<file path="src/rtl/fir_pkg.sv">
// Shared types, widths and the accumulator dequantizer for the serial FIR sequencer.
package fir_pkg;
  localparam int unsigned DEF_TAPS       = 32;
  localparam int unsigned DEF_DATA_WIDTH = 32;
  localparam int unsigned ADDR_WIDTH     = $clog2(DEF_TAPS);
  localparam int unsigned ACC_WIDTH      = 2 * DEF_DATA_WIDTH + ADDR_WIDTH;

  typedef enum logic [1:0] {LOAD, MAC, TAIL, OUT} state_t;

  // Arithmetic right shift, then wrap to the sample width.
  function automatic logic [DEF_DATA_WIDTH-1:0] dequantize(
    input logic signed [ACC_WIDTH-1:0] acc,
    input int unsigned                 bits
  );
    logic signed [ACC_WIDTH-1:0] v_sh;
    v_sh = acc >>> bits;
    return v_sh[DEF_DATA_WIDTH-1:0];
  endfunction
endpackage

</file>
<file path="src/rtl/fir_seq_ctrl_mac.sv">
// Single multiplier-accumulator: product of the RAM/ROM read data, gated by the
// validity registered alongside the issued address.
module fir_mac import fir_pkg::*; #(
  parameter int unsigned DATA_WIDTH = DEF_DATA_WIDTH
) (
  input  logic                         clk,
  input  logic                         reset,
  input  logic                         i_clear,
  input  logic                         i_issue_valid,
  input  logic signed [DATA_WIDTH-1:0] i_hist,
  input  logic signed [DATA_WIDTH-1:0] i_coeff,
  output logic signed [ACC_WIDTH-1:0]  o_acc_next
);
  logic                           r_valid;
  logic signed [ACC_WIDTH-1:0]    r_acc;
  logic signed [2*DATA_WIDTH-1:0] w_hist_ext;
  logic signed [2*DATA_WIDTH-1:0] w_coeff_ext;
  logic signed [2*DATA_WIDTH-1:0] w_prod;
  logic signed [ACC_WIDTH-1:0]    w_acc_next;

  assign w_hist_ext  = {{DATA_WIDTH{i_hist[DATA_WIDTH-1]}}, i_hist};
  assign w_coeff_ext = {{DATA_WIDTH{i_coeff[DATA_WIDTH-1]}}, i_coeff};
  assign w_prod      = w_hist_ext * w_coeff_ext;
  assign w_acc_next  = r_valid ? r_acc + ACC_WIDTH'(w_prod) : r_acc;
  assign o_acc_next  = w_acc_next;

  always_ff @(posedge clk) begin
    if (reset) begin
      r_valid <= 1'b0;
      r_acc   <= '0;
    end else begin
      r_valid <= i_issue_valid;
      r_acc   <= i_clear ? '0 : w_acc_next;
    end
  end
endmodule

</file>
<file path="src/rtl/fir_seq_ctrl.sv">
// Sequencer for a time-shared FIR: loads DECIMATION samples into the history RAM,
// walks all taps through one MAC, then pushes the dequantized result.
module fir_seq_ctrl import fir_pkg::*; #(
  parameter int unsigned TAPS       = DEF_TAPS,
  parameter int unsigned DECIMATION = 2,
  parameter int unsigned DATA_WIDTH = DEF_DATA_WIDTH,
  parameter int unsigned BITS       = 10
) (
  input  logic                         clk,
  input  logic                         reset,
  input  logic                         x_in_empty,
  output logic                         x_in_rd_en,
  input  logic signed [DATA_WIDTH-1:0] x_in,
  output logic                         hist_wr_en,
  output logic [ADDR_WIDTH-1:0]        hist_wr_addr,
  output logic signed [DATA_WIDTH-1:0] hist_wr_data,
  output logic [ADDR_WIDTH-1:0]        hist_rd_addr,
  input  logic signed [DATA_WIDTH-1:0] hist_rd_data,
  output logic [ADDR_WIDTH-1:0]        coeff_addr,
  input  logic signed [DATA_WIDTH-1:0] coeff_data,
  output logic signed [DATA_WIDTH-1:0] y_out,
  output logic                         y_out_wr_en,
  input  logic                         y_out_full,
  output logic                         busy
);
  localparam logic [ADDR_WIDTH:0]   LAST_LOAD = (ADDR_WIDTH+1)'(DECIMATION - 1);
  localparam logic [ADDR_WIDTH:0]   FILL_MAX  = (ADDR_WIDTH+1)'(TAPS);
  localparam logic [ADDR_WIDTH-1:0] LAST_K    = ADDR_WIDTH'(TAPS - 1);

  state_t                      r_state;
  state_t                      w_state_next;
  logic [ADDR_WIDTH-1:0]       r_wp;
  logic [ADDR_WIDTH-1:0]       r_newest;
  logic [ADDR_WIDTH-1:0]       r_k;
  logic [ADDR_WIDTH:0]         r_load_cnt;
  logic [ADDR_WIDTH:0]         r_fill;
  logic signed [DATA_WIDTH-1:0] r_y_out;
  logic                        w_pop;
  logic                        w_last_pop;
  logic                        w_push;
  logic                        w_issue_valid;
  logic signed [ACC_WIDTH-1:0] w_acc_next;

  always_ff @(posedge clk) begin
    if (reset) r_state <= LOAD;
    else       r_state <= w_state_next;
  end

  // Next state and strobes; strobes are forced low while reset is held.
  always_comb begin
    w_state_next = r_state;
    w_pop        = 1'b0;
    w_last_pop   = 1'b0;
    w_push       = 1'b0;
    case (r_state)
      LOAD: begin
        w_pop = !x_in_empty;
        if (w_pop && r_load_cnt == LAST_LOAD) begin
          w_last_pop   = 1'b1;
          w_state_next = MAC;
        end
      end
      MAC:     if (r_k == LAST_K) w_state_next = TAIL;
      TAIL:    w_state_next = OUT;
      OUT: begin
        w_push = !y_out_full;
        if (w_push) w_state_next = LOAD;
      end
      default: w_state_next = LOAD;
    endcase
    if (reset) begin
      w_pop      = 1'b0;
      w_last_pop = 1'b0;
      w_push     = 1'b0;
    end
  end

  always_ff @(posedge clk) begin
    if (reset) begin
      r_wp       <= '0;
      r_newest   <= '0;
      r_load_cnt <= '0;
      r_fill     <= '0;
      r_k        <= '0;
      r_y_out    <= '0;
    end else begin
      if (w_pop) begin
        r_wp       <= r_wp + ADDR_WIDTH'(1);
        r_newest   <= r_wp;
        r_load_cnt <= w_last_pop ? '0 : r_load_cnt + (ADDR_WIDTH+1)'(1);
        if (r_fill != FILL_MAX) r_fill <= r_fill + (ADDR_WIDTH+1)'(1);
      end
      r_k <= (r_state == MAC) ? r_k + ADDR_WIDTH'(1) : '0;
      if (r_state == TAIL) r_y_out <= DATA_WIDTH'(dequantize(w_acc_next, BITS));
    end
  end

  // Taps reaching back past the samples written since reset contribute zero.
  assign w_issue_valid = (r_state == MAC) && ({1'b0, r_k} < r_fill);

  fir_mac #(.DATA_WIDTH(DATA_WIDTH)) u_mac (
    .clk           (clk),
    .reset         (reset),
    .i_clear       (w_last_pop),
    .i_issue_valid (w_issue_valid),
    .i_hist        (hist_rd_data),
    .i_coeff       (coeff_data),
    .o_acc_next    (w_acc_next)
  );

  assign x_in_rd_en   = w_pop;
  assign hist_wr_en   = w_pop;
  assign hist_wr_addr = r_wp;
  assign hist_wr_data = x_in;
  assign hist_rd_addr = r_newest - r_k;
  assign coeff_addr   = r_k;
  assign y_out        = r_y_out;
  assign y_out_wr_en  = w_push;
  assign busy         = !reset && (r_state != LOAD);
endmodule

</file>
<file path="config.mk">
export PLATFORM = sky130hd
export DESIGN_NAME = fir_seq_ctrl
export DESIGN_NICKNAME = d
export VERILOG_FILES = /design/src/rtl/fir_pkg.sv /design/src/rtl/fir_seq_ctrl_mac.sv /design/src/rtl/fir_seq_ctrl.sv
export SDC_FILE = /design/constraint.sdc
export NUM_CORES = 2
export LEC_CHECK = 0
export BUFFER_PORTS_ARGS = -buffer_cell sky130_fd_sc_hd__buf_4
export CAP_MARGIN = 20
export CELL_PAD_IN_SITES_DETAIL_PLACEMENT = 1
export CELL_PAD_IN_SITES_GLOBAL_PLACEMENT = 2
export CORE_UTILIZATION = 44
export CTS_CLUSTER_DIAMETER = 40
export DETAILED_ROUTE_END_ITERATION = 6
export MAX_ROUTING_LAYER = met4
export PLACE_DENSITY_LB_ADDON = 0.1
export SYNTH_ARGS = -nofsm -noshare
export SYNTH_HDL_FRONTEND = slang
export SYNTH_SLANG_ARGS = --single-unit
</file>
<file path="constraint.sdc">
create_clock -name clk -period 12.85 [get_ports clk]
set_input_delay 0 -clock clk [delete_from_list [all_inputs] [get_ports clk]]
set_output_delay 0 -clock clk [all_outputs]
set_load 0.05 [all_outputs]
</file>
== Word-level counts from Yosys, hierarchy flattened ==
Index checks and enable logic that the tools add are counted.

* Output and inout port bits: 83
* Word-level logic and storage cells: 53
* Register bits after elaboration: 131

* Bitwise gates (word level): 1
* Muxes and demuxes: 13
* Reductions and logical operators: 12
* Multipliers: 1
* Eq/ne operators: 9
* Magnitude comparators: 1
* Add/sub/neg operators: 6

{| class="wikitable"
|+ Operators by type and width
! cell !! count
|-
| $add 69x64->69 || 1
|-
| $mul 32x32->64 || 1
|-
| $mux 42 || 1
|-
| $add 6x1->6 const B || 2
|-
| $add 5x1->5 const B || 2
|-
| $pmux 2 s4 || 1
|-
| $mux 1 || 7
|-
| $eq 6x1->1 const B || 1
|-
| $lt 5x6->1 || 1
|-
| $mux 2 || 3
|-
| $mux 6 || 1
|-
| $ne 2x2->1 const B || 3
|-
| $ne 6x6->1 const B || 1
|-
| $eq 5x5->1 const B || 1
|-
| $sub 5x5->5 || 1
|-
| $eq 2x2->1 const B || 2
|-
| $reduce_or 2->1 || 2
|-
| $logic_and 1x1->1 || 3
|-
| $logic_not 1->1 || 3
|-
| $reduce_and 3->1 || 1
|-
| $eq 2x1->1 const B || 1
|-
| $logic_not 2->1 || 1
|-
| $reduce_and 2->1 || 1
|-
| $reduce_bool 2->1 || 1
|-
| $not 1->1 || 1
|}

== Longest topological paths before layout ==
* Depth after elaboration: 6
* Depth in mapped cells: 29

== Hierarchy ==
A second synthesis with hierarchy kept.

* Cells, all modules: 5210
* Area total of the unflattened synthesis: 47817.1 um2

{| class="wikitable"
|+ By module, submodules not included
! module !! cells an instance !! area each (um2) !! instances
|-
| fir_mac || 4884 || 44858.0 || 1
|-
| fir_seq_ctrl || 326 || 2959.1 || 1
|}

== Least setup slack after synthesis ==
OpenSTA, ideal clock, no wires.

* Path type: input to register
* From: input port hist_rd_data[31]
* To: register r_y_out[31], in the netlist y_out[31]
* Slack: 5.794 ns
* Stages: 25
* Data arrival time: 6.977 ns
* Cell sequence: clkbuf_1 nand2_1 fa_1 fa_1 inv_1 fa_1 inv_1 fa_1 inv_1 fa_1 fa_1 fa_1 inv_1 fa_1 inv_1 ha_1 a211oi_1 nor2_1 o41ai_1 o2111ai_1 or4_1 a31oi_1 xnor2_1 o21a_1 a211oi_2

* Cells in the longest elaborated chain, start to end: 3

{| class="wikitable"
|+ Ends and longest elaborated chain
! element !! RTL line !! source
|-
| start, declared || fir_seq_ctrl.sv:18 || <nowiki>input logic signed [DATA_WIDTH-1:0] hist_rd_data,</nowiki>
|-
| $mul 32x32->64 || fir_seq_ctrl_mac.sv:23 || <nowiki>assign w_prod = w_hist_ext * w_coeff_ext;</nowiki>
|-
| $add 69x64->69 || fir_seq_ctrl_mac.sv:24 || <nowiki>assign w_acc_next = r_valid ? r_acc + ACC_WIDTH'(w_prod) : r_acc;</nowiki>
|-
| $mux 42 || fir_seq_ctrl_mac.sv:24 ||
|-
| end signal, assigned || fir_seq_ctrl.sv:94 || <nowiki>if (r_state == TAIL) r_y_out <= DATA_WIDTH'(dequantize(w_acc_next, BITS));</nowiki>
|-
| end, declared || fir_seq_ctrl.sv:37 || <nowiki>logic signed [DATA_WIDTH-1:0] r_y_out;</nowiki>
|}

No other way between the ends.
A chain may end at the register's enable or synchronous reset.

== Worst setup path in the final report ==
* From: register u_mac.r_acc[24]
* To: register r_y_out[31], in the netlist y_out[31]

* Cells in the longest elaborated chain, start to end: 2

{| class="wikitable"
|+ Ends and longest elaborated chain
! element !! RTL line !! source
|-
| start, declared || fir_seq_ctrl_mac.sv:15 || <nowiki>logic signed [ACC_WIDTH-1:0] r_acc;</nowiki>
|-
| start signal, assigned || fir_seq_ctrl_mac.sv:33 || <nowiki>r_acc <= i_clear ? '0 : w_acc_next;</nowiki>
|-
| $add 69x64->69 || fir_seq_ctrl_mac.sv:24 ||
|-
| $mux 42 || fir_seq_ctrl_mac.sv:24 ||
|}

No other way between the ends.

==> impl_metrics.csv <==
group,metric,value,unit
synth,yosys-top-cells-area,"fa_1, inv_1, and2_1, ha_1, dfxtp_1",
layout,area_growth_syn_to_layout,4.93,%
global_route,grt_max_degree,63,
die,design.core.area,69100,sq um
min_path,hold_class,"primary input to output port",
global_route,grt_antenna_before_repair,3,
setup_path,critPathLaunch,"u_mac.r_acc[24]",
die,die_y,267,um
timing,finalCriticalPeriod,7.86,ns
synth,netlist.area_leader.share,0.481,
placement,gp_congestion,0.878,
synth,ys_warn_count,0,
synth,synthCells,3414,
clock_tree,cts_tree,"yes",
setup_path,startpoint_type,"flop",
synth,yosys_most_used_dff,"dfxtp_1",
setup_path,cp_slowest_stage_delay,0.89,ns
clock_tree,cts.clk_slew.worst_paths,0.07,ns
layout,fin_nets,4382,
timing,rsz0062_at_grt,"false",
synth,synth-edff-count,0,
timing,maxSlewViolCount,0,
die,die-area,71400,sq um
setup_path,cp_max_fo,6,
detailed_routing,routedWlPerCell,21.8,um
clock_tree,cts_sinks,104,
setup_path,cp.depth,22,
timing,setup_viol,0,
synth,synth_compound_area_frac,0.0362,
setup_path,endpoint_kind,"flop",
setup_path,r2r_slack,4.99,ns
clock_tree,cts_buffer_depth,2,
detailed_routing,drtPass1Iterations,5,
setup_path,arrival,8.13,ns
layout,drive_above_1_share,0.0459,
setup_path,cp_top_family,"adder cells",
clock_tree,cts_root_buffer,"clkbuf_16",
detailed_routing,finalWirelength,93600,um
setup_path,cp_slowest_cell,"a221oi_1",
global_route,grt_pass1_vias,26100,
timing,fmax,127,MHz
timing,fin_tns_setup,0,ns
synth,synth_top_family_by_area,"adder cells",
clock_tree,clk_latency,0.36,ns
setup_path,r2r_end,"y_out[31]",
detailed_routing,route.detailed.drc,0,
placement,portBuffers,118,
timing,worst_pin_slew,1.04,ns
synth,synth-seq-cells,104,
detailed_routing,detailroute.via_count,22000,
synth,yosys.area_share.simple,0.165,
synth,synth_adder_area_share,0.558,
setup_path,crit_type,"flop to flop",
synth,netlist_area,30900,sq um
detailed_routing,ant_nets,0,
die,initial_core_util,0.448,
synth,ys_types,56,
setup_path,cpMostUsedCell,"fa_1",
synth,synth.area.mux_share,0.0107,
run,max-cap-violations,0,
die,rows,96,
detailed_routing,viasPerCell,5.14,
setup_path,r2r_cells,22,
global_route,grt_use_total,0.285,
setup_path,endpoint,"y_out[31]",
synth,synth_area_leader_cell,"fa_1",
synth,synth_xor_area_frac,0.0307,
clock_tree,numCtsBuffers,9,
global_route,grt_overflow,0,
setup_path,r2r_start,"u_mac.r_acc[24]",
die,fp.dieW,267,um
timing,max_slew_margin,0.305,
synth,async_reset_ff_frac,0,
setup_path,critPathRequiredTime,13.13,ns
clock_tree,h-tree-depth,3,
setup_path,cp_num_buf_inv,4,
global_route,grt_pass1_wl,149000,um
run_status,status,"finished, final reports clean",
setup_path,path_cells,"inv_1 -> fa_1 -> fa_1 -> fa_1 -> fa_1 -> inv_1 -> fa_1 -> fa_1 -> fa_1 -> inv_1 -> fa_1 -> inv_1 -> ha_1 -> a21oi_2 -> o21ai_1 -> a221oi_1 -> o2111ai_1 -> or4_1 -> a31oi_1 -> xnor2_1 -> o21a_1 -> a211oi_2",
synth,synthesis.nets,4448,
timing,post-route-period-util,0.611,
synth,avgSynthCellArea,9.07,sq um
detailed_routing,drt_iter0_drc,1067,
timing,finalHoldViolCount,0,
placement,dpl.hpwl,75000,um
die,ios,183,
synth,ys_seq_area_frac,0.0673,
timing,fin_worst_skew,0.00794,ns
==> cell usage after synthesis, drive strengths merged, types with 3 or more instances <==
| cell type | number |
|---|---|
| a21o | 10 |
| fa | 743 |
| buf | 38 |
| and2 | 452 |
| and3 | 3 |
| xor2 | 28 |
| o21a | 4 |
| a211oi | 32 |
| a31oi | 6 |
| nand3b | 3 |
| a211o | 3 |
| nor3 | 12 |
| xnor2 | 78 |
| mux2i | 32 |
| a21boi | 6 |
| o21ai | 31 |
| nand4 | 10 |
| dfxtp | 104 |
| nand2b | 12 |
| a311oi | 4 |
| o21bai | 5 |
| nand3 | 9 |
| a21oi | 46 |
| nand2 | 372 |
| nor2 | 114 |
| ha | 191 |
| clkbuf | 164 |
| o2111ai | 3 |
| nor2b | 12 |
| inv | 856 |
| or3 | 4 |
==> state kept, by name (all words and copies together), names as in the netlist <==
name,cells
coeff_addr,5
hist_wr_addr,5
r_fill,6
u_mac.r_acc,42
r_state,2
y_out,32
u_mac.r_valid,1
r_load_cnt,6
r_newest,5
==> worst register-to-register path, cell delays in order, from the launching register on <==
cell	delay [ns]
dfxtp_1	0.38
inv_1	0.12
fa_1	0.53
fa_1	0.60
fa_1	0.49
fa_1	0.56
inv_1	0.06
fa_1	0.50
fa_1	0.46
fa_1	0.52
inv_1	0.05
fa_1	0.51
inv_1	0.05
ha_1	0.35
a21oi_2	0.20
o21ai_1	0.09
a221oi_1	0.89
o2111ai_1	0.28
or4_1	0.45
a31oi_1	0.21
xnor2_1	0.09
o21a_1	0.20
a211oi_2	0.21
==> logic make-up after synthesis <==
group,count (synthesis)
AOI/OAI and AO/OA,166
adders and majority gates,934
xor gates and xnor gates,107
DFF,104
and+or+nand+nor,1012
buffers and inverters,1058
muxes,33
==> area by class of cell <==
type,instances,area (sq um)
inverters,856,3210
fillers,7993,36600
multi-input cells,2252,24800
clock buffers,10,229
diodes,3,7.51
well taps,931,1160
clock inverters,5,35.0
flip-flops and latches,104,2080
repair buffers,125,951
==> routing by layer <==
metal	vias up	routed length, um	part of all wire	global-route usage
met1	11800	37700	0.40	0.342
met2	476	49400	0.53	0.505
li1	9622	-	-	-
met4	0	3200	0.034	0.0901
met3	148	3250	0.035	0.0269
met5	-	0	0	-
==> timing repair <==
action / in CTS / in global routing
gates resized for setup: 0 / 0
hold buffers: 1 / 0
hold endpoints to repair: 1 / 0
buffers inserted: 0 / 0
==> through the flow <==
stage	worst slack, ns	instances	utilization	hold WS, ns	cell area [sq um]
final	4.99	4286	0.470	0.000109	32500
after global routing	4.69	4284	0.470	0.000281	32500
after CTS	4.99	4282	0.470	0.000341	32400
after detailed placement	4.80	4266	0.466	0.000341	32200
after global placement	4.93	4265	0.466	0.000341	32200
after floorplan	5.79	3414	-	0.167	30900
==> worst min path at each step <==
stage / cells after the start / startpoint / to / slack [ns]
after floorplan: 1 / x_in[0] / hist_wr_data[0] / 0.17
after global placement: 0 / x_in[12] / hist_wr_data[12] / 0.0003
after detailed placement: 0 / x_in[12] / hist_wr_data[12] / 0.0003
after CTS: 0 / x_in[12] / hist_wr_data[12] / 0.0003
after global routing: 0 / x_in[3] / hist_wr_data[3] / 0.0003
final: 0 / x_in[4] / hist_wr_data[4] / 0.0001
==> cells in the final DEF (no fill, tap or decap), drive strengths merged, types with 5 or more instances in the layout <==
cell	n
a21boi	6
nor3	12
mux2i	32
o21bai	5
nand4	10
inv	856
nor2	114
nand3	9
a21o	10
a21oi	46
a211oi	32
nand2b	12
xnor2	78
and2	452
fa	743
clkbuf	10
buf	124
a31oi	6
nand2	372
xor2	28
ha	191
o21ai	31
nor2b	12
dfxtp	104
Power is not shown: default switching activity piles up to over one toggle a cycle in this logic, so the estimate is an artifact.
